$ cat src/rtl/dll_tx_sched.sv
`default_nettype none
// ============================================================================
// Module      : dll_tx_sched
// Description : Data link layer transmit scheduler. Merges one TLP beat
//               stream with NUM_DLLP_SRC single-beat DLLP sources onto the
//               PIPE TX path. It never splits a TLP, stamps each TLP with a
//               sequence number and bounds starvation in both directions.
//               Optional statistics counters: DLL_TX_SCHED_STATS_EN.
// Revision    : 1.0 - initial release
// ============================================================================
module dll_tx_sched #(
    parameter int DATA_WIDTH   = 256,
    parameter int NUM_DLLP_SRC = 2,
    parameter int STARVE_LIMIT = 8,
    parameter int SEQ_WIDTH    = 12
) (
    input  logic                                 sclk,
    input  logic                                 srst_n,
    input  logic                                 link_up_i,
    input  logic [DATA_WIDTH-1:0]                tlp_data_i,
    input  logic [2:0]                           tlp_en_i,
    output logic                                 tlp_ready_o,
    input  logic [NUM_DLLP_SRC-1:0]              dllp_valid_i,
    input  logic [NUM_DLLP_SRC*DATA_WIDTH-1:0]   dllp_data_i,
    output logic [NUM_DLLP_SRC-1:0]              dllp_ready_o,
    output logic [DATA_WIDTH-1:0]                tx_data_o,
    output logic                                 tx_valid_o,
    output logic                                 tx_sop_o,
    output logic                                 tx_eop_o,
    output logic                                 tx_is_dllp_o,
    output logic [SEQ_WIDTH-1:0]                 tx_seq_o,
    output logic                                 proto_err_o,
`ifdef DLL_TX_SCHED_STATS_EN
    output logic [31:0]                          stat_tlp_cnt_o,
    output logic [31:0]                          stat_dllp_cnt_o,
`endif
    output logic                                 abort_o
);

    localparam int PTR_W = (NUM_DLLP_SRC > 1) ? $clog2(NUM_DLLP_SRC) : 1;
    localparam int STV_W = (STARVE_LIMIT > 0) ? $clog2(STARVE_LIMIT + 1) : 1;

    localparam logic [2:0] CODE_IDLE     = 3'd0;
    localparam logic [2:0] CODE_P_HDR    = 3'd1;
    localparam logic [2:0] CODE_P_DATA   = 3'd2;
    localparam logic [2:0] CODE_NP_HDR   = 3'd3;
    localparam logic [2:0] CODE_RSVD     = 3'd4;
    localparam logic [2:0] CODE_CPL_HDR  = 3'd5;
    localparam logic [2:0] CODE_CPL_DATA = 3'd6;
    localparam logic [2:0] CODE_DONE     = 3'd7;

    typedef enum logic [0:0] {
        S_IDLE = 1'b0,
        S_TLP  = 1'b1
    } state_t;

    state_t                  state_q;
    logic [PTR_W-1:0]        rr_q;
    logic [PTR_W-1:0]        rr_d;
    logic [STV_W-1:0]        starve_q;
    logic [SEQ_WIDTH-1:0]    seq_q;
    logic [DATA_WIDTH-1:0]   tx_data_q;
    logic                    tx_valid_q;
    logic                    tx_sop_q;
    logic                    tx_eop_q;
    logic                    tx_is_dllp_q;
    logic [SEQ_WIDTH-1:0]    tx_seq_q;
    logic                    proto_err_q;
    logic                    abort_q;

    logic                    w_hdr;
    logic                    w_data_code;
    logic                    w_illegal;
    logic                    w_found;
    logic [PTR_W-1:0]        w_grant_idx;
    logic [DATA_WIDTH-1:0]   w_dllp_data;
    logic                    w_dllp_gnt;
    logic                    w_hdr_acc;
    logic                    w_beat_acc;
    logic                    w_drop;

    // Beat-code classification and acceptance decisions for this cycle.
    always_comb begin
        w_hdr       = (tlp_en_i == CODE_P_HDR) || (tlp_en_i == CODE_NP_HDR) ||
                      (tlp_en_i == CODE_CPL_HDR);
        w_data_code = (tlp_en_i == CODE_P_DATA) || (tlp_en_i == CODE_CPL_DATA) ||
                      (tlp_en_i == CODE_DONE);
        w_illegal   = (tlp_en_i == CODE_RSVD) ||
                      ((state_q == S_TLP) && w_hdr) ||
                      ((state_q == S_IDLE) && w_data_code);
        // A waiting header only yields to DLLPs until the starve budget runs out.
        w_dllp_gnt  = link_up_i && (state_q == S_IDLE) && w_found &&
                      (!w_hdr || (starve_q < STV_W'(STARVE_LIMIT)));
        w_hdr_acc   = link_up_i && (state_q == S_IDLE) && w_hdr && !w_dllp_gnt;
        w_beat_acc  = link_up_i && (state_q == S_TLP) && w_data_code;
        // Illegal beats are swallowed so the TL side cannot lock up on them.
        w_drop      = link_up_i && w_illegal;
        tlp_ready_o = w_hdr_acc || w_beat_acc || w_drop;
    end

    // Round-robin search: first requester at or above the pointer, then wrap.
    always_comb begin
        w_found     = 1'b0;
        w_grant_idx = '0;
        for (int k = 0; k < NUM_DLLP_SRC; k++) begin
            if (!w_found && dllp_valid_i[k] && (k >= int'(rr_q))) begin
                w_found     = 1'b1;
                w_grant_idx = PTR_W'(k);
            end
        end
        for (int k = 0; k < NUM_DLLP_SRC; k++) begin
            if (!w_found && dllp_valid_i[k]) begin
                w_found     = 1'b1;
                w_grant_idx = PTR_W'(k);
            end
        end
        rr_d = (w_grant_idx == PTR_W'(NUM_DLLP_SRC - 1)) ? '0 : w_grant_idx + 1'b1;
    end

    // Select the payload of the granted DLLP source.
    always_comb begin
        w_dllp_data = '0;
        for (int k = 0; k < NUM_DLLP_SRC; k++) begin
            if (w_grant_idx == PTR_W'(k)) begin
                w_dllp_data = dllp_data_i[k*DATA_WIDTH +: DATA_WIDTH];
            end
        end
    end

    genvar g;
    generate
        for (g = 0; g < NUM_DLLP_SRC; g++) begin : g_grant
            assign dllp_ready_o[g] = w_dllp_gnt && (w_grant_idx == PTR_W'(g));
        end
    endgenerate

    // Scheduler FSM with registered PIPE TX outputs, counters and status flags.
    always_ff @(posedge sclk or negedge srst_n) begin
        if (!srst_n) begin
            state_q      <= S_IDLE;
            rr_q         <= '0;
            starve_q     <= '0;
            seq_q        <= '0;
            tx_data_q    <= '0;
            tx_valid_q   <= 1'b0;
            tx_sop_q     <= 1'b0;
            tx_eop_q     <= 1'b0;
            tx_is_dllp_q <= 1'b0;
            tx_seq_q     <= '0;
            proto_err_q  <= 1'b0;
            abort_q      <= 1'b0;
        end else begin
            tx_valid_q   <= 1'b0;
            tx_sop_q     <= 1'b0;
            tx_eop_q     <= 1'b0;
            tx_is_dllp_q <= 1'b0;
            abort_q      <= 1'b0;
            if (!link_up_i) begin
                // Link loss cuts an in-flight TLP; its sequence number is reused.
                if (state_q == S_TLP) begin
                    state_q <= S_IDLE;
                    abort_q <= 1'b1;
                end
            end else begin
                case (state_q)
                    S_IDLE: begin
                        if (w_dllp_gnt) begin
                            tx_data_q    <= w_dllp_data;
                            tx_valid_q   <= 1'b1;
                            tx_sop_q     <= 1'b1;
                            tx_eop_q     <= 1'b1;
                            tx_is_dllp_q <= 1'b1;
                            tx_seq_q     <= '0;
                            rr_q         <= rr_d;
                            if (w_hdr) begin
                                starve_q <= starve_q + 1'b1;
                            end
                        end else if (w_hdr_acc) begin
                            tx_data_q  <= tlp_data_i;
                            tx_valid_q <= 1'b1;
                            tx_sop_q   <= 1'b1;
                            tx_seq_q   <= seq_q;
                            starve_q   <= '0;
                            state_q    <= S_TLP;
                        end
                    end
                    S_TLP: begin
                        if (w_beat_acc) begin
                            tx_data_q  <= tlp_data_i;
                            tx_valid_q <= 1'b1;
                            tx_seq_q   <= seq_q;
                            if (tlp_en_i == CODE_DONE) begin
                                tx_eop_q <= 1'b1;
                                seq_q    <= seq_q + 1'b1;
                                state_q  <= S_IDLE;
                            end
                        end
                    end
                    default: state_q <= S_IDLE;
                endcase
                if (w_drop) begin
                    proto_err_q <= 1'b1;
                end
            end
        end
    end

    assign tx_data_o    = tx_data_q;
    assign tx_valid_o   = tx_valid_q;
    assign tx_sop_o     = tx_sop_q;
    assign tx_eop_o     = tx_eop_q;
    assign tx_is_dllp_o = tx_is_dllp_q;
    assign tx_seq_o     = tx_seq_q;
    assign proto_err_o  = proto_err_q;
    assign abort_o      = abort_q;

`ifdef DLL_TX_SCHED_STATS_EN
    logic [31:0] stat_tlp_q;
    logic [31:0] stat_dllp_q;

    // Saturating counts of completed TLPs and issued DLLPs.
    always_ff @(posedge sclk or negedge srst_n) begin
        if (!srst_n) begin
            stat_tlp_q  <= '0;
            stat_dllp_q <= '0;
        end else begin
            if (w_beat_acc && (tlp_en_i == CODE_DONE) && (stat_tlp_q != 32'hFFFF_FFFF)) begin
                stat_tlp_q <= stat_tlp_q + 32'd1;
            end
            if (w_dllp_gnt && (stat_dllp_q != 32'hFFFF_FFFF)) begin
                stat_dllp_q <= stat_dllp_q + 32'd1;
            end
        end
    end

    assign stat_tlp_cnt_o  = stat_tlp_q;
    assign stat_dllp_cnt_o = stat_dllp_q;
`endif

endmodule
`default_nettype wire

$ cat config.mk
export PLATFORM = sky130hd
export DESIGN_NAME = dll_tx_sched
export DESIGN_NICKNAME = d
export VERILOG_FILES = /design/src/rtl/dll_tx_sched.sv
export SDC_FILE = /design/constraint.sdc
export NUM_CORES = 1
export LEC_CHECK = 0
export BUFFER_PORTS_ARGS = -buffer_cell sky130_fd_sc_hd__buf_2
export CAP_MARGIN = 10
export CORE_AREA = 2 2 408 410
export DETAILED_ROUTE_END_ITERATION = 8
export DIE_AREA = 0 0 410 412
export PLACE_DENSITY = 0.41
export SLEW_MARGIN = 20
export SYNTH_ARGS = -nofsm -noshare
export SYNTH_HDL_FRONTEND = slang
export SYNTH_SLANG_ARGS = --single-unit
$ cat constraint.sdc
create_clock -name sclk -period 1.6 [get_ports sclk]
set_input_delay 0.24 -clock sclk [delete_from_list [all_inputs] [get_ports sclk]]
set_output_delay 0.24 -clock sclk [all_outputs]
set_load 0.01 [all_outputs]
==> impl_results.md, run 1 <==
* First-pass GRT wire length at 182 mm
* Clock sinks at 292
* EDFF count, synth at 0
* Initial Util at 10.3%
* RSZ-0062 raised after global routing: true
* Initial antenna violation count at 28
* Clock skew at 0.0247 ns
* Status: complete, but fails checks
* Clk_lat worst skew at 0.60 ns
* TritonCTS Buffers at 44
* Total die area at 169000 um2
* Std-Cell Rows at 149
* FILL cells at 18300
* Final min period at 2.28 ns
* DRT Pass-1 Iters at 5
* Slowest cell on crit path: dfrtp_1
* Clock Path Buffers at 3
* Crit Path Class: reg -> out
* Primary FF master, synth: dfrtp_1
* Syn_area_per_cell at 8.74 um2
* Overflow after GRT at 0
* Worst Hold Class: in -> reg
* Residual DRC at 0
* Max stage delay on crit path at 0.37 ns
* DIE HEIGHT at 412 um
* F_max at 0.439 GHz
* Antenna-violating nets left at 0
* WP data required at 1.36 ns
* CP endpoint kind: output pin
* VDD IR max at 0.636 mV
* Max Cap Viol at 0
* Synth area leader: dfrtp_1
* Placed cells at 5221
* Initial DRC count at 1379
* Pin count of the biggest net entering global routing at 90
* Gpl congestion at 0.908
* Syn Std Cell Area at 16800 um2
* Post-Synthesis Cells at 1928
* Number of synthesized register bits at 292
* P_leak at 16.1 nW
* Post-synth top cells: dfrtp_1 (292), o21ai_0 (272), nor2_1 (267)
* Worst EP arrival at 2.04 ns
* Cell Pwr Density at 907 nW/um2
* Area delta synth->final at 108%
* Worst r2r src: state_q$_DFF_PN0_
* Die X-Extent at 410 um
* CP top delay family: compound AO/OA/AOI/OAI gates
* Synth area leaders: dfrtp_1 (43%), o31ai_1 (12%), a211oi_1 (11%)
* Io pins at 1053
* Hpwl dp at 104 mm
* Final Non-Filler Cells at 5781
* Setup violations, final at 288
* Netlist cell types at 37
* Worst setup SP type: register
* Hold Startpoint: dllp_data_i[220]
* GRT Resource Usage Total at 15.0%
* Worst setup path start: state_q$_DFF_PN0_
* Failing checks: setup timing
* Relative slew slack at 59.0%
* Vias in the first global route at 23500
* Worst-path clk slew at 0.05 ns
* WL final at 134 mm
* Clock Root Buffer: clkbuf_16
* DR vias at 23000
* Tcrit/Tclk final at 142%
* Setup WS post-layout at -0.680 ns
* CTS tree: yes
* Max-slew violation count at 0
* Max H-tree Level at 2
* Post-synth top area share at 43.4%
* Final total power at 31.8 mW
* Yosys warns at 0
* Sequential area share after synthesis at 43.4%
* WP buf/inv at 3
* Worst Path Max Fanout at 4
* Proportion of layout cells with a drive suffix above 1 at 46.6%
* Nets at 4339
* Drt via density at 3.98
* Final hold viol count at 0
* WL/cell at 23.2 um
* Core Footprint at 164000 um2
* Hold_ws at 0.0596 ns
* PortBufs at 1052
* Crit path cell chain: nand2b_4 -> a211o_4 -> buf_12 -> clkinv_8 -> a21oi_2 -> o211a_1 -> buf_2
* Synth Net Count at 2706
* Most frequent cell after synthesis: dfrtp_1
* Asr flop ratio synth at 100%
* Worst slew pin tran at 0.615 ns
==> cell families after synthesis <==
| kind of cell | share of synthesized area, % |
|---|---|
| buffers and inverters | 6.94 |
| AO/OA/AOI/OAI | 31.8 |
| AND/OR/NAND/NOR | 17.1 |
| flip-flops | 43.4 |
| adder cells (fa/ha/maj) | 0.149 |
| multiplexers | 0.0669 |
| XOR/XNOR | 0.572 |
==> routing by layer <==
layer,routed length (um),up-vias,global-route usage (%)
met5,54,-,0
met4,3300,8,3.66
met3,7280,161,2.72
met2,65400,927,25.8
met1,58100,11400,19.4
li1,-,10500,-
==> placed cells by master (no fill, tap or decap), types with 6 or more instances in the layout <==
| cell | Yosys | final |
|---|---|---|
| nor2_2 | 0 | 18 |
| xor2_1 | 6 | 6 |
| dfrtp_1 | 292 | 292 |
| nand3_1 | 8 | 7 |
| o21ai_0 | 272 | 270 |
| buf_12 | 0 | 76 |
| nor2_1 | 267 | 234 |
| buf_4 | 4 | 197 |
| buf_8 | 0 | 16 |
| a211oi_1 | 256 | 133 |
| buf_2 | 52 | 1048 |
| a211oi_2 | 0 | 93 |
| nor2_4 | 0 | 15 |
| o21ai_1 | 8 | 9 |
| and3_1 | 256 | 256 |
| o31ai_1 | 259 | 236 |
| clkbuf_16 | 0 | 45 |
| clkbuf_8 | 0 | 12 |
| a211oi_4 | 0 | 30 |
| buf_16 | 0 | 22 |
| nand2_1 | 22 | 21 |
| dlygate4sd3_1 | 0 | 412 |
| o31ai_2 | 0 | 18 |
| buf_6 | 25 | 47 |
==> worst min-delay path, stage by stage <==
cell and delay [ns]:
buf_2 0.09, a211oi_1 0.07, o31ai_1 0.21
==> power breakdown <==
| group | internal (mW) | total, mW | switching [mW] | leakage, nW |
|---|---|---|---|---|
| clock | 6.24 | 10.2 | 4.00 | 0.718 |
| sequential | 8.72 | 9.55 | 0.828 | 3.57 |
| combinational | 5.24 | 12.0 | 6.72 | 11.8 |
==> worst paths after layout <==
kind,end,slack (ns),depth (start not counted)
min in group asynchronous,tx_data_o[22]$_DFFE_PN0P_,0.18,2
hold reg to reg,proto_err_o$_DFFE_PN0P_,0.47,1
max in group asynchronous,tx_data_o[142]$_DFFE_PN0P_,0.61,4
hold / removal,tx_data_o[220]$_DFFE_PN0P_,0.06,3
setup reg to reg,tx_data_o[200]$_DFFE_PN0P_,-0.66,10
setup / recovery,tlp_ready_o,-0.68,7
==> registers in the layout, indices dropped and copies added, names as in the netlist <==
name,count
rr_q,1
tx_sop_o,1
tx_is_dllp_o,1
state_q,1
proto_err_o,1
tx_eop_o,1
abort_o,1
seq_q,12
tx_valid_o,1
tx_data_o,256
tx_seq_o,12
starve_q,4
==> per-stage QoR <==
stage / area [um2] / TNS (ns) / worst slack (ns) / util (%)
after global placement: 26700 / -99.01 / -0.787 / 16.2
after CTS: 34600 / -157.52 / -0.782 / 21.1
after floorplan: 17000 / -21.51 / -0.0967 / -
after detailed placement: 26700 / -104.14 / -0.757 / 16.2
after global routing: 35000 / -152.46 / -0.768 / 21.3
final: 35000 / -121.52 / -0.680 / 21.3
==> cell type report <==
type,instances,area [um2],area share [%]
clock inverter,12,179,0.511
inverter,5,31.3,0.0893
multi-input combinational,1396,9590,27.4
tap,2189,2740,7.82
sequential,292,7310,20.9
clock buffer,61,1300,3.70
timing repair buffer,1822,13900,39.6
antenna,4,10.0,0.0286
==> what timing repair did <==
action / in CTS / in global routing
gates resized for setup: 275 / 76
buffers inserted: 49 / 11
endpoints found under the setup margin: 278 / 292
cloned: 22 / 0
pin swaps: 35 / 12
hold buffers: 412 / 0
endpoints found under the hold margin: 296 / 0
No activity file was read; power rests on OpenSTA's default activity.
==> run 2: changes to the inputs <==
--- a/config.mk
+++ b/config.mk
@@ -5,7 +5,7 @@
 export SDC_FILE = /design/constraint.sdc
 export NUM_CORES = 1
 export LEC_CHECK = 0
-export BUFFER_PORTS_ARGS = -buffer_cell sky130_fd_sc_hd__buf_2
+export BUFFER_PORTS_ARGS = -buffer_cell sky130_fd_sc_hd__buf_4
 export CAP_MARGIN = 10
 export CORE_AREA = 2 2 408 410
 export DETAILED_ROUTE_END_ITERATION = 8
==> run 2 against run 1 <==
The run still ends with setup timing left. Register-to-register slack barely moved. Sequential share of layout area fell by 2.1 points. Die area unchanged. Global-route usage grew 0.70 points.
==> impl_results.md, run 2 (same netlist as run 1, synthesis figures left out) <==
* Final hold viol count at 0
* WP data required at 2.07 ns
* Max reg flops at 256
* Sequential Power Share at 28.6%
* CP endpoint kind: register
* Worst slew pin tran at 0.534 ns
* Hpwl dp at 106 mm
* GRT Resource Usage Total at 15.7%
* Worst setup path start: state_q$_DFF_PN0_
* Core Util, Final at 23.7%
* Proportion of layout cells with a drive suffix above 1 at 48.3%
* DRT Pass-1 Iters at 5
* Std-Cell Rows at 149
* VDD IR max at 0.602 mV
* Net Sw Frac at 35.9%
* Clock Root Buffer: clkbuf_16
* Antenna-violating nets left at 0
* Max H-tree Level at 2
* Clock Path Buffers at 3
* Worst EP arrival at 2.73 ns
* Area delta synth->final at 131%
* FILL cells at 17900
* Clock sinks at 292
* PortBufs at 1052
* Total die area at 169000 um2
* Comb pwr share at 41.6%
* WL/cell at 24.9 um
* First-pass GRT wire length at 189 mm
* Failing checks: setup timing
* Tcrit/Tclk final at 141%
* Max-slew violation count at 0
* Vias in the first global route at 24100
* Pin count of the biggest net entering global routing at 102
* DIE HEIGHT at 412 um
* Clk network pwr share at 29.8%
* DR vias at 23300
* Die X-Extent at 410 um
* Worst-path clk slew at 0.06 ns
* Placed cells at 5241
* Hold_ws at 0.0342 ns
* P_leak at 17.5 nW
* Initial DRC count at 1383
* Core Footprint at 164000 um2
* Initial antenna violation count at 14
* Setup TNS at -126.11 ns
* Sw power at 12.1 mW
* Pint at 21.6 mW
* Relative slew slack at 64.4%
* TritonCTS Buffers at 41
* Worst Hold Class: in -> reg
* Clock skew at 0.0203 ns
* Hold Startpoint: dllp_data_i[203]
* Initial Util at 10.3%
* Worst Path Max Fanout at 9
* Clk_lat worst skew at 0.59 ns
* Drt via density at 3.99
* Flip-flop and latch area at 7310 um2
* Worst setup SP type: register
* Nets at 4391
* Setup WS post-layout at -0.658 ns
* Gpl congestion at 0.866
* Residual DRC at 0
* Setup violations, final at 283
* Io pins at 1053
* CTS tree: yes
* Footprint of the multi-input gates at 9850 um2
* Max Cap Viol at 0
* Crit Path Class: reg -> reg
* Final total power at 33.8 mW
* RSZ-0062 raised after global routing: true
* Worst r2r src: state_q$_DFF_PN0_
* Status: complete, but fails checks
* Final Non-Filler Cells at 5840
* WL final at 145 mm
* Most frequent cells in the layout: buf_4 (1256), dlygate4sd3_1 (404), dfrtp_1 (292)
* F_max at 0.443 GHz
* Overflow after GRT at 0
* Commonest non-fill, non-tap cell in the layout: buf_4
* Final min period at 2.26 ns
* Cell Pwr Density at 867 nW/um2
## run 2: cell count changes in the layout (fill, tap and decap cells not counted), moves of 10 or more
| cell | delta |
|---|---|
| buf_4 | +1059 |
| buf_2 | -1048 |
| a211oi_1 | -33 |
| a211oi_4 | +23 |
| buf_8 | +21 |
| clkbuf_16 | +18 |
| buf_12 | -14 |
| buf_16 | +13 |
| a211oi_2 | +10 |
## run 2: metal layers
metal | routed length [um] | track usage (%) | vias up
li1 | - | - | 10600
met1 | 62100 | 20.0 | 11600
met2 | 70000 | 26.7 | 883
met3 | 7850 | 3.13 | 183
met4 | 5260 | 4.96 | 6
met5 | 41 | 0 | -
## run 2: repair_timing
item / 4_1_cts / 5_1_grt
cloned: 29 / 24
endpoints found under the hold margin: 430 / 1
resized for setup: 290 / 184
setup buffers: 61 / 38
pin swaps: 33 / 50
hold buffers: 403 / 1
setup endpoints to repair: 280 / 289
## run 2: worst paths after layout
kind / end / cells after the start / slack [ns]
worst min register to register: seq_q[11]$_DFFE_PN0P_ / 1 / 0.47
worst max-delay path: tx_data_o[42]$_DFFE_PN0P_ / 10 / -0.66
worst min-delay path: tx_data_o[203]$_DFFE_PN0P_ / 3 / 0.03
min in group asynchronous: tx_data_o[63]$_DFFE_PN0P_ / 2 / 0.12
max in group asynchronous: seq_q[7]$_DFFE_PN0P_ / 4 / 0.72
worst max register to register: tx_data_o[42]$_DFFE_PN0P_ / 10 / -0.66
## run 2: critical path, stage by stage (launching register included)
cell      delay [ns]
dfrtp_1         0.37
nand2b_4        0.14
a211o_4         0.33
buf_4           0.16
buf_6           0.12
buf_16          0.15
buf_16          0.18
buf_12          0.15
a211oi_4        0.25
buf_4           0.18
o31ai_1         0.06
## run 2: area by class of cell
type	instances	share of cell area [%]
Inverter	5	0.0803
Multi-Input combinational cell	1396	25.3
Sequential cell	292	18.8
Tap cell	2189	7.03
Clock inverter	18	0.614
Clock buffer	57	3.05
Timing Repair Buffer	1877	45.1
Antenna cell	6	0.0386
## run 2: stage by stage
step	setup WS, ns	area, um2
floorplan	-0.0967	17000
global placement	-0.972	29400
detailed placement	-0.968	29400
CTS	-0.737	37600
global route	-0.706	38900
finish	-0.658	38900
## run 2: power groups by stage
stage	clock, mW	combinational, mW	sequential, mW
2_1_floorplan	0	3.17	10.1
3_3_place_gp	0	11.2	9.73
3_5_place_dp	0	11.2	9.76
4_1_cts	10.4	13.5	9.65
5_1_grt	10.7	14.9	9.81
6_report	10.1	14.0	9.65
==> run 3: changes to the inputs <==
==> constraint.sdc (replaced) <==
create_clock -name sclk -period 1.6 [get_ports sclk]
set_input_delay 0.24 -clock sclk [delete_from_list [all_inputs] [get_ports sclk]]
set_output_delay 0.24 -clock sclk [all_outputs]
set_load 0.005 [all_outputs]
==> run 3 against run 2 <==
Clock power shrank 7%. Critical path type is now reg -> out. Register-to-register slack lost 0.03 ns. Sequential share of layout area rose by 0.47 points. Largest cell class unchanged. Via count is 2.1% lower. Count of clock-buffer cells in the layout increased by 3. Core utilization down 0.58 points. The run still ends with setup timing left. Worst hold slack better by 0.00076 ns. Global-route usage decreased by 1.4 points. Flip-flop and latch count unchanged. Routed wire length fell by 9.4%. Combinational power decreased by 9%.
==> impl_results.md, run 3 (same netlist as run 1, synthesis figures left out) <==
* DIE HEIGHT at 412 um
* Nets at 4298
* Total die area at 169000 um2
* P_leak at 16.9 nW
* Overflow after GRT at 0
* Worst EP arrival at 2.06 ns
* Clock Root Buffer: clkbuf_16
* Tcrit/Tclk final at 144%
* DR vias at 22800
* WL final at 132 mm
* Core Footprint at 164000 um2
* GRT Resource Usage Total at 14.4%
* Gpl congestion at 0.910
* Pin count of the biggest net entering global routing at 105
* Relative slew slack at 47.3%
* Setup violations, final at 283
* Final min period at 2.30 ns
* Cell Pwr Density at 837 nW/um2
* Worst Path Max Fanout at 3
* Std-Cell Rows at 149
* WL/cell at 22.9 um
* Area delta synth->final at 126%
* Post-route cell area at 38000 um2
* Setup WS post-layout at -0.697 ns
* Commonest non-fill, non-tap cell in the layout: buf_4
* Crit path cell chain: nand2b_4 -> a211o_4 -> buf_12 -> clkinv_16 -> buf_8 -> a21oi_2 -> o211a_1 -> buf_6
* Worst-path clk slew at 0.05 ns
* Initial antenna violation count at 10
* TritonCTS Buffers at 41
* Clock skew at 0.0242 ns
* Initial Util at 10.3%
* Antenna-violating nets left at 0
* Status: complete, but fails checks
* VDD IR max at 0.545 mV
* Crit Path Class: reg -> out
* Clock Path Buffers at 3
* CP endpoint kind: output pin
* Vias in the first global route at 23400
* Hpwl dp at 99.6 mm
* DRT Pass-1 Iters at 5
* Failing checks: setup timing
* Worst setup SP type: register
* Residual DRC at 0
* Worst Hold Class: in -> reg
* Drt via density at 3.97
* Worst slew pin tran at 0.790 ns
* Max H-tree Level at 2
* Max Cap Viol at 0
* Io pins at 1053
* Max stage delay on crit path at 0.38 ns
* Most frequent cells in the layout: buf_4 (1223), dlygate4sd3_1 (395), dfrtp_1 (292)
* Die X-Extent at 410 um
* CTS tree: yes
* PortBufs at 1052
* Placed cell area at 29300 um2
* First-pass GRT wire length at 176 mm
* Max-slew violation count at 0
* WP data required at 1.36 ns
* F_max at 0.435 GHz
* RSZ-0062 raised after global routing: true
* Clock sinks at 292
* Final total power at 31.8 mW
* Clk_lat worst skew at 0.60 ns
* Max reg flops at 256
* Proportion of layout cells with a drive suffix above 1 at 49.9%
* Slowest cell on crit path: dfrtp_1
* Final hold viol count at 0
* Initial DRC count at 1528
[run 3: changes by cell type in the layout (fill, tap and decap cells not counted), moves of 16 or more]
| cell | before | now |
|---|---|---|
| a211oi_2 | 103 | 119 |
| buf_16 | 35 | 18 |
| buf_4 | 1256 | 1223 |
| buf_8 | 37 | 16 |
| nor2_1 | 239 | 187 |
| nor2_4 | 8 | 46 |
| o31ai_1 | 238 | 200 |
| o31ai_2 | 20 | 58 |
[run 3: worst max-delay path, delay by kind of cell (launching register included)]
kind | cells | cell delay, ns
DFF | 1 | 0.38
and+or+nand+nor | 1 | 0.15
buffers and inverters | 4 | 0.39
AOI/OAI and AO/OA | 3 | 0.56
[run 3: layout make-up]
cell class	instances	area (um2)
fill	18000	126000
timing repair buffer	1784	16300
multi-input combinational	1396	10300
sequential	292	7310
tap	2189	2740
clock buffer	60	1220
clock inverter	13	101
inverter	5	45.0
antenna	5	12.5
[run 3: worst paths after layout]
check	slack, ns	start	end	depth (start not counted)
max in group asynchronous	0.73	srst_n	tx_data_o[3]$_DFFE_PN0P_	4
min in group asynchronous	0.11	srst_n	tx_data_o[248]$_DFFE_PN0P_	2
setup reg to reg	-0.69	state_q$_DFF_PN0_	tx_data_o[46]$_DFFE_PN0P_	15
hold / removal	0.03	tlp_data_i[10]	tx_data_o[10]$_DFFE_PN0P_	3
setup / recovery	-0.70	state_q$_DFF_PN0_	tlp_ready_o	8
hold reg to reg	0.47	seq_q[11]$_DFFE_PN0P_	seq_q[11]$_DFFE_PN0P_	1
[run 3: power by group]
group / internal (mW) / total (mW) / leakage, nW / switching, mW
sequential: 8.72 / 9.62 / 3.57 / 0.903
combinational: 6.56 / 12.8 / 12.6 / 6.24
clock: 5.44 / 9.38 / 0.661 / 3.94
total: 20.7 / 31.8 / 16.9 / 11.1
[run 3: stage by stage]
step | instances | utilization [%] | setup WS, ns | setup TNS [ns] | hold slack, ns
final | 5744 | 23.1 | -0.697 | -146.52 | 0.0350
after global routing | 5741 | 23.1 | -0.789 | -172.99 | 0.00879
after CTS | 5693 | 22.1 | -0.846 | -140.03 | 0.000310
after detailed placement | 5194 | 17.9 | -0.623 | -77.61 | 0.124
after global placement | 5194 | 17.9 | -0.600 | -74.70 | 0.124
after floorplan | 1928 | - | -0.0974 | -18.25 | -0.0556
[run 3: metal layers]
| metal | GRT usage, % | up-vias | wire length, um |
|---|---|---|---|
| li1 | - | 10400 | - |
| met1 | 18.1 | 11300 | 55800 |
| met2 | 24.5 | 883 | 64000 |
| met3 | 2.78 | 172 | 7350 |
| met4 | 4.68 | 4 | 4480 |
| met5 | 0 | - | 26 |
[run 3: timing repair]
item                       4_1_cts  5_1_grt
resized for setup              205      273
pin swaps                       33      102
cloned                          17       11
hold buffers                   393        2
buffers inserted                24       44
hold endpoints to repair       401        2
setup endpoints to repair      279      287
